File: src/rtl/teclado_cajero_if.sv
// teclado_cajero_if: keypad-side inputs and controller-side strobes of the ATM keypad front end
interface teclado_cajero_if #(
    parameter int MONTO_WIDTH = 32
);
    logic                   tecla_presionada;
    logic [3:0]             codigo_tecla;
    logic                   modo;
    logic [3:0]             digito;
    logic                   digito_stb;
    logic [MONTO_WIDTH-1:0] monto;
    logic                   monto_stb;
    logic                   cancelar;
    logic                   tecla_invalida;

    modport master (
        output tecla_presionada, codigo_tecla, modo,
        input  digito, digito_stb, monto, monto_stb, cancelar, tecla_invalida
    );

    modport slave (
        input  tecla_presionada, codigo_tecla, modo,
        output digito, digito_stb, monto, monto_stb, cancelar, tecla_invalida
    );
endinterface

File: src/rtl/teclado_cajero.sv
// teclado_cajero: debounced keypad front end forwarding PIN digits and assembled decimal amounts
module teclado_cajero #(
    parameter int DEBOUNCE_CYCLES = 4,
    parameter int MONTO_WIDTH     = 32,
    parameter int MAX_DIGITOS     = 9
) (
    input logic clk,
    input logic reset,
    teclado_cajero_if.slave bus
);
    localparam int CW = (DEBOUNCE_CYCLES < 2) ? 1 : $clog2(DEBOUNCE_CYCLES + 1);
    localparam int NW = $clog2(MAX_DIGITOS + 1);
    localparam logic [CW-1:0] D_CNT   = CW'(DEBOUNCE_CYCLES);
    localparam logic [NW-1:0] MAX_CNT = NW'(MAX_DIGITOS);

    typedef enum logic [1:0] {LIBRE, CONTANDO_P, PRESIONADA, CONTANDO_L} estado_t;

    estado_t                estado_q, estado_d;
    logic [CW-1:0]          cnt_q, cnt_d, cnt_sig;
    logic                   sync1_q, tp_s, armado_q;
    logic [1:0]             vld_q;
    logic                   evento_q, evento_d, llega;
    logic [3:0]             codigo_q;
    logic                   modo_q, cambio;
    logic [MONTO_WIDTH-1:0] acc_q, acc_d, acc_base, acc_x10, monto_q, monto_d;
    logic [NW-1:0]          conteo_q, conteo_d, cnt_base;
    logic [3:0]             digito_q, digito_d;
    logic                   dstb_q, dstb_d, mstb_q, mstb_d, canc_q, canc_d, inv_q, inv_d;
    logic                   es_dig;

    // Synchronizer, valid-sample tracking and arming: a key held through reset must be seen released first
    always_ff @(posedge clk or negedge reset) begin
        if (!reset) begin
            sync1_q  <= 1'b0;
            tp_s     <= 1'b0;
            vld_q    <= 2'b00;
            armado_q <= 1'b0;
        end else begin
            sync1_q  <= bus.tecla_presionada;
            tp_s     <= sync1_q;
            vld_q    <= {vld_q[0], 1'b1};
            armado_q <= armado_q | (vld_q[1] & ~tp_s);
        end
    end

    assign cnt_sig = cnt_q + CW'(1);
    assign llega   = cnt_sig == D_CNT;

    // Debounce next state; the counter is zero in LIBRE/PRESIONADA, so cnt_sig is 1 on entry to counting
    always_comb begin
        estado_d = estado_q;
        cnt_d    = cnt_q;
        evento_d = 1'b0;
        case (estado_q)
            LIBRE, CONTANDO_P: begin
                if (!tp_s || !armado_q) begin
                    estado_d = LIBRE;
                    cnt_d    = '0;
                end else begin
                    estado_d = llega ? PRESIONADA : CONTANDO_P;
                    cnt_d    = llega ? '0 : cnt_sig;
                    evento_d = llega;
                end
            end
            default: begin
                if (tp_s) begin
                    estado_d = PRESIONADA;
                    cnt_d    = '0;
                end else begin
                    estado_d = llega ? LIBRE : CONTANDO_L;
                    cnt_d    = llega ? '0 : cnt_sig;
                end
            end
        endcase
    end

    // Debounce state, registered event and key code captured on the event cycle
    always_ff @(posedge clk or negedge reset) begin
        if (!reset) begin
            estado_q <= LIBRE;
            cnt_q    <= '0;
            evento_q <= 1'b0;
            codigo_q <= '0;
        end else begin
            estado_q <= estado_d;
            cnt_q    <= cnt_d;
            evento_q <= evento_d;
            codigo_q <= evento_d ? bus.codigo_tecla : codigo_q;
        end
    end

    assign cambio   = bus.modo != modo_q;
    assign acc_base = cambio ? '0 : acc_q;
    assign cnt_base = cambio ? '0 : conteo_q;
    assign acc_x10  = (acc_base << 3) + (acc_base << 1) + MONTO_WIDTH'(codigo_q);
    assign es_dig   = codigo_q <= 4'd9;

    // Event processing under the current modo, after any mode-change clear
    always_comb begin
        digito_d = digito_q;
        monto_d  = monto_q;
        acc_d    = acc_base;
        conteo_d = cnt_base;
        dstb_d   = 1'b0;
        mstb_d   = 1'b0;
        canc_d   = 1'b0;
        inv_d    = 1'b0;
        if (evento_q && !bus.modo) begin
            if (es_dig) begin
                digito_d = codigo_q;
                dstb_d   = 1'b1;
            end else if (codigo_q == 4'd12) begin
                canc_d = 1'b1;
            end else begin
                inv_d = 1'b1;
            end
        end else if (evento_q) begin
            if (es_dig) begin
                if (cnt_base == MAX_CNT) begin
                    inv_d = 1'b1;
                end else begin
                    acc_d    = acc_x10;
                    conteo_d = cnt_base + ((acc_base == '0 && codigo_q == 4'd0) ? NW'(0) : NW'(1));
                end
            end else if (codigo_q == 4'd10) begin
                if (cnt_base == '0) begin
                    inv_d = 1'b1;
                end else begin
                    monto_d  = acc_base;
                    mstb_d   = 1'b1;
                    acc_d    = '0;
                    conteo_d = '0;
                end
            end else if (codigo_q == 4'd11 || codigo_q == 4'd12) begin
                canc_d   = codigo_q == 4'd12;
                acc_d    = '0;
                conteo_d = '0;
            end else begin
                inv_d = 1'b1;
            end
        end
    end

    // Registered outputs, accumulator and mode history
    always_ff @(posedge clk or negedge reset) begin
        if (!reset) begin
            modo_q   <= 1'b0;
            acc_q    <= '0;
            conteo_q <= '0;
            digito_q <= '0;
            monto_q  <= '0;
            dstb_q   <= 1'b0;
            mstb_q   <= 1'b0;
            canc_q   <= 1'b0;
            inv_q    <= 1'b0;
        end else begin
            modo_q   <= bus.modo;
            acc_q    <= acc_d;
            conteo_q <= conteo_d;
            digito_q <= digito_d;
            monto_q  <= monto_d;
            dstb_q   <= dstb_d;
            mstb_q   <= mstb_d;
            canc_q   <= canc_d;
            inv_q    <= inv_d;
        end
    end

    assign bus.digito         = digito_q;
    assign bus.digito_stb     = dstb_q;
    assign bus.monto          = monto_q;
    assign bus.monto_stb      = mstb_q;
    assign bus.cancelar       = canc_q;
    assign bus.tecla_invalida = inv_q;
endmodule
File: src/flat_wrapper.sv
// flat-port wrapper written by rule: the top's interface ports become plain ports
module teclado_cajero_flat 
#(
    parameter int DEBOUNCE_CYCLES = 4,
    parameter int MONTO_WIDTH     = 32,
    parameter int MAX_DIGITOS     = 9
)
  (clk, reset, bus_tecla_presionada, bus_codigo_tecla, bus_modo, bus_digito, bus_digito_stb, bus_monto, bus_monto_stb, bus_cancelar, bus_tecla_invalida);
  teclado_cajero_if #(.MONTO_WIDTH(MONTO_WIDTH)) bus_i ();
  input logic clk;
  input logic reset;
  input wire logic [$bits(bus_i.tecla_presionada)-1:0] bus_tecla_presionada;
  input wire logic [$bits(bus_i.codigo_tecla)-1:0] bus_codigo_tecla;
  input wire logic [$bits(bus_i.modo)-1:0] bus_modo;
  output wire logic [$bits(bus_i.digito)-1:0] bus_digito;
  output wire logic [$bits(bus_i.digito_stb)-1:0] bus_digito_stb;
  output wire logic [$bits(bus_i.monto)-1:0] bus_monto;
  output wire logic [$bits(bus_i.monto_stb)-1:0] bus_monto_stb;
  output wire logic [$bits(bus_i.cancelar)-1:0] bus_cancelar;
  output wire logic [$bits(bus_i.tecla_invalida)-1:0] bus_tecla_invalida;
  assign bus_i.tecla_presionada = bus_tecla_presionada;
  assign bus_i.codigo_tecla = bus_codigo_tecla;
  assign bus_i.modo = bus_modo;
  assign bus_digito = bus_i.digito;
  assign bus_digito_stb = bus_i.digito_stb;
  assign bus_monto = bus_i.monto;
  assign bus_monto_stb = bus_i.monto_stb;
  assign bus_cancelar = bus_i.cancelar;
  assign bus_tecla_invalida = bus_i.tecla_invalida;
  teclado_cajero #(.DEBOUNCE_CYCLES(DEBOUNCE_CYCLES), .MONTO_WIDTH(MONTO_WIDTH), .MAX_DIGITOS(MAX_DIGITOS)) u_core (.clk(clk), .reset(reset), .bus(bus_i));
endmodule
File: config.mk
export PLATFORM = sky130hd
export DESIGN_NAME = teclado_cajero_flat
export DESIGN_NICKNAME = d
export VERILOG_FILES = /design/src/rtl/teclado_cajero_if.sv /design/src/rtl/teclado_cajero.sv /design/src/flat_wrapper.sv
export SDC_FILE = /design/constraint.sdc
export NUM_CORES = 1
export LEC_CHECK = 0
export CORE_AREA = 2 2 109 111
export CTS_BUF_LIST = sky130_fd_sc_hd__clkbuf_4 sky130_fd_sc_hd__clkbuf_8
export CTS_CLUSTER_SIZE = 25
export DETAILED_ROUTE_END_ITERATION = 7
export DIE_AREA = 0 0 111 113
export PLACE_DENSITY = 0.72
export SYNTH_ARGS = -nofsm -noshare
export SYNTH_HDL_FRONTEND = slang
export SYNTH_SLANG_ARGS = --single-unit
File: constraint.sdc
create_clock -name clk -period 8.43 [get_ports clk]
set_input_delay 0.843 -clock clk [delete_from_list [all_inputs] [get_ports clk]]
set_output_delay 0.843 -clock clk [all_outputs]
set_load 0.02 [all_outputs]
# Word level (Yosys, flattened, before mapping)
# Cells that the tools add are included.
[totals]
ff_bits = 92
input_bits = 8
output_inout_bits = 40
elab_cells = 100
[op_classes]
add_sub_neg = 4
order_cmp = 1
eq_ne = 7
muxes = 51
bitwise = 6
n_reduce_logical = 14
[ops]
columns = ["operator", "count"]
rows = [
  ["32-bit two-way mux", 8],
  ["32-bit adder", 1],
  ["32-bit by 4-bit adder with 32-bit output", 1],
  ["32-bit zero test", 1],
  ["4-bit two-way mux", 8],
  ["1-bit two-way mux", 26],
  ["4-bit equality test, second input constant", 4],
  ["3-bit two-way mux", 4],
  ["2-bit two-way mux", 5],
  ["4-bit zero test", 2],
  ["5-bit AND reduction", 1],
  ["4-bit adder", 1],
  ["4-bit less-or-equal comparator, second input constant", 1],
  ["1-bit inverter", 4],
  ["3-bit by 1-bit adder with 3-bit output, second input constant", 1],
  ["3-bit equality test, second input constant", 1],
  ["1-bit zero test", 3],
  ["2-bit by 1-bit equality test with 1-bit output, second input constant", 1],
  ["1-bit logical AND", 2],
  ["2-bit zero test", 1],
  ["1-bit logical OR", 2],
  ["2-bit AND reduction", 1],
  ["2-bit OR reduction", 1],
  ["1-bit AND", 1],
  ["other kinds (2)", 2],
]

# Longest topological paths before layout
[depth]
depth_word = 10
depth_mapped = 16
mapped_depth_nobuf = 14

# Least setup slack after synthesis
# Ideal clock, no wire load.
[synth_timing]
path_kind = "input-to-reg"
from = "input port bus_modo"
to = "register u_core.acc_q[28]"
setup_time_ns = 0.122
arrival_ns = 3.990
t_required_ns = 8.308
setup_slack_ns = 4.319
path_stages = 15
path_buffers = 2
cell_sequence = "xnor2_1 > clkbuf_1 > clkbuf_1 > nand2_1 > inv_1 > ha_1 > ha_1 > a21oi_1 > o22ai_1 > o21ai_0 > nor2b_1 > nand4_1 > and3_1 > or4_1 > a32o_1"
[synth_via]
elab_chain_len = 8
word_cells_on_any_way = 16
classes_between = "2 x add/sub; 2 x eq/ne; 9 x mux; 3 x reduce/logical"
[synth_rtl]
columns = ["element", "line_no", "text"]
rows = [
  ["from (decl)", "flat_wrapper.sv:14", "input wire logic [$bits(bus_i.modo)-1:0] bus_modo;"],
  ["1-bit != test", "teclado_cajero.sv:92", "assign cambio = bus.modo != modo_q;"],
  ["32-bit two-way mux", "teclado_cajero.sv:93", "assign acc_base = cambio ? '0 : acc_q;"],
  ["net u_core.acc_base[6]", "teclado_cajero.sv:25", "logic [MONTO_WIDTH-1:0] acc_q, acc_d, acc_base, acc_x10, monto_q, monto_d;"],
  ["32-bit adder", "teclado_cajero.sv:95", "assign acc_x10 = (acc_base << 3) + (acc_base << 1) + MONTO_WIDTH'(codigo_q);"],
  ["32-bit by 4-bit adder with 32-bit output", "teclado_cajero.sv:95", ""],
  ["32-bit two-way mux", "teclado_cajero.sv:119", "if (cnt_base == MAX_CNT) begin"],
  ["32-bit two-way mux", "teclado_cajero.sv:118", "if (es_dig) begin"],
  ["32-bit two-way mux", "teclado_cajero.sv:117", "end else if (evento_q) begin"],
  ["32-bit two-way mux", "teclado_cajero.sv:108", "if (evento_q && !bus.modo) begin"],
  ["net u_core.acc_d[28]", "teclado_cajero.sv:25", ""],
  ["to (signal assigned)", "teclado_cajero.sv:148", "acc_q <= '0;"],
  ["to (signal assigned)", "teclado_cajero.sv:158", "acc_q <= acc_d;"],
  ["to (decl)", "teclado_cajero.sv:25", ""],
]
# The timed path passes the listed nets, and every way through them passes these cells.
# A chain may end at the register's enable or synchronous reset.

# Worst setup path after layout
[layout_timing]
from = "input port bus_modo"
to = "register u_core.acc_q[31]"
# The elaborated chain is that of the path after synthesis.

==> flow_metrics.env <==
export IMPL_cp_arrival_ns=5.14
export IMPL_p_per_area_nw_per_um2=136.3
export IMPL_grt_pass1_vias=4759
export IMPL_crit_path_end_kind="flip-flop"
export IMPL_required_ns=8.76
export IMPL_ios=48
export IMPL_htree_num_levels=3
export IMPL_syn2layout_area_growth_pct=14.58
export IMPL_root_buffer="clkbuf_8"
export IMPL_clock_fmax_mhz=208.1
export IMPL_track_usage_pct=22.94
export IMPL_ant_nets=0
export IMPL_holdWs_ns=0.3573
export IMPL_cts_sinks=91
export IMPL_min_to="u_core.tp_s"
export IMPL_pre_cts_ws_ns=3.269
export IMPL_synth_area_per_cell_um2=9.025
export IMPL_clk_pin_slew_ns=0.10
export IMPL_wl_met1_um=6106
export IMPL_hold_start="u_core.sync1_q"
export IMPL_drv_slew=0
export IMPL_syn_cell_area_um2=5595
export IMPL_r2r_end="u_core.acc_q[30]"
export IMPL_fp_dieArea_um2=12540
export IMPL_ctsLongestPathBuffers=2
export IMPL_grt_first_pass_wirelength_um=23030
export IMPL_syn_inst=620
export IMPL_holdPathStages=0
export IMPL_status="finished, final reports clean"
export IMPL_antenna_found_initial=0
export IMPL_top_layer="met4"
export IMPL_cp_start_kind="input port"
export IMPL_wl_met2_um=6370
export IMPL_synthFlopType="dfrtp_1"
export IMPL_setup_viol=0
export IMPL_slew_headroom_pct=27.23
export IMPL_ys_seq_area_share_pct=40.70
export IMPL_tightest_slew_ns=1.091
export IMPL_die_height_um=113
export IMPL_path_max_fanout=40
export IMPL_vias=4687
export IMPL_ir_drop_uv=104.8
export IMPL_skew_ns=0.01103
export IMPL_routed_via_density=5.808
export IMPL_drcViolationCount=0
export IMPL_rsz0062_at_grt="no"
export IMPL_yosys_area_top_type="dfrtp_1"
export IMPL_synth_cell_types=51
export IMPL_routabilityCongestion=0.9242
export IMPL_hold_viol_final=0
export IMPL_reg2reg_depth=14
export IMPL_clkLatencyLatePin_ns=0.39
export IMPL_power_leakage_nw=3.273
export IMPL_synth_async_sr_flop_share_pct=100.0
export IMPL_hold_buffers=0
export IMPL_stdcell_count=807
export IMPL_yosysWarnings=0
export IMPL_synth_seq_cells=91
export IMPL_first_pass_iters=4
export IMPL_cts_resized=0
export IMPL_dr_first_iter_drc_count=334
export IMPL_hp_class="reg2reg"
export IMPL_wl_per_cell_um=16.76
export IMPL_routed_wl_um=13530
export IMPL_initial_core_util_pct=49.64
export IMPL_synth_area_leaders="dfrtp_1, ha_1, nand2_1"
export IMPL_worstSetupPathType="in2reg"
export IMPL_core_area_um2=11270
export IMPL_min_period_ns=4.806
export IMPL_setup_slack_ns=3.624
export IMPL_layout_drive_gt1_share_pct=5.120
export IMPL_cts_tree="done"
export IMPL_dp_hpwl_um=9838
export IMPL_cts_buffers=9
export IMPL_tns_ns=0
export IMPL_cap_viol_max_count=0
export IMPL_synth_nets=692
export IMPL_min_period_over_period_pct=57.02
export IMPL_wl_met3_um=550
export IMPL_place_inst=791
export IMPL_synth_edff_count=0
export IMPL_die_w_um=111
export IMPL_portBuffers=47
export IMPL_crit_reg2reg_launch="u_core.modo_q"
export IMPL_grt_max_degree=60
export IMPL_nNetsFinal=731
export IMPL_yosysTopAreaCellShare_pct=40.70
export IMPL_insertedDiodeCount=0
export IMPL_row_count=39
export IMPL_rrSetupSlack_ns=4.34
export IMPL_grt_overflow=0
export IMPL_cts_setup_buffers=0
-- synth_stat cells, types with 10 or more instances --
cell and number:
a21o_1 10, inv_1 42, o22ai_1 25, clkbuf_1 19
ha_1 62, o21ai_0 48, a21oi_1 33, xor2_1 11
nand3_1 13, xnor2_1 14, nand2_1 101, nor2_1 24
dfrtp_1 91, and2_1 14, nand4_1 12
-- worst max-delay path, stage by stage --
cell	delay, ns
clkdlybuf4s50_1	0.65
xnor2_2	0.15
buf_4	0.41
and2_1	0.30
fa_1	0.48
ha_1	0.29
a21o_1	0.13
nand4_1	0.13
a31oi_1	0.45
a221o_2	0.33
a211oi_2	0.12
or4_1	0.54
a21oi_1	0.16
o21a_1	0.13
-- final cells by class --
class,instances,area (µm²)
clock buffer,10,131.4
clock inverter,6,93.84
fill,978,4861
inverter,42,157.7
multi-input combinational,465,3082
sequential,91,2277
tap,143,178.9
timing repair buffer,50,490.5
-- report_power, final --
part / leakage [nW] / total, W / internal, W / switching [W]
clock network: 0.111 / 0.000342 / 0.000173 / 0.000168
registers: 1.23 / 0.000470 / 0.000450 / 0.0000200
logic: 1.93 / 0.0000624 / 0.0000245 / 0.0000379
total: 3.27 / 0.000874 / 0.000648 / 0.000226
-- cells in the final DEF (no fill, tap or decap), types with 8 or more instances in the layout --
cell               n
nand2_1          101
dfrtp_1           91
ha_1              62
o21ai_0           48
clkdlybuf4s50_1   46
inv_1             42
a21oi_1           33
o22ai_1           25
nor2_1            24
and2_1            14
nand3_1           13
xnor2_1           13
nand4_1           12
xor2_1            11
a21o_1            10
clkbuf_8           9
nor4_1             8
a31oi_1            8
-- worst max-delay path by stage --
stage | startpoint | end
after floorplan | bus_modo | u_core.acc_q[28]
after global placement | bus_modo | u_core.acc_q[31]
after detailed placement | bus_modo | u_core.acc_q[31]
after CTS | bus_modo | u_core.acc_q[31]
after global routing | bus_modo | u_core.acc_q[31]
final | bus_modo | u_core.acc_q[31]
-- cell families after synthesis --
group           synth area share [%]
fa+ha+maj                      14.58
compound gates                 17.64
buf+inv                        4.360
xor+xnor                       3.913
other cells                  0.06702
flops                          40.70
mux                            1.207
simple gates                   17.53
-- through the flow --
step,area [µm²],total power [W],util (%)
global placement,6186,0.0005377,54.88
detailed placement,6186,0.0005406,54.88
global route,6411,0.0009166,56.88
CTS,6411,0.0008833,56.88
floorplan,5595,0.0005123,-
finish,6411,0.0008737,56.88
-- metal layers --
| metal | track usage, % | vias to the layer above |
|---|---|---|
| met5 | 0 | - |
| met4 | 12.08 | 0 |
| met3 | 4.392 | 37 |
| met2 | 37.96 | 132 |
| met1 | 28.77 | 2238 |
| li1 | - | 2280 |
-- registers in the layout, indices dropped and copies added (netlist names), 2 cells and up --
name,cells
u_core.codigo_q,4
u_core.bus.digito,4
u_core.conteo_q,4
u_core.vld_q,2
u_core.cnt_q,3
u_core.acc_q,32
u_core.bus.monto,32
No activity file was read; power rests on OpenSTA's default activity.
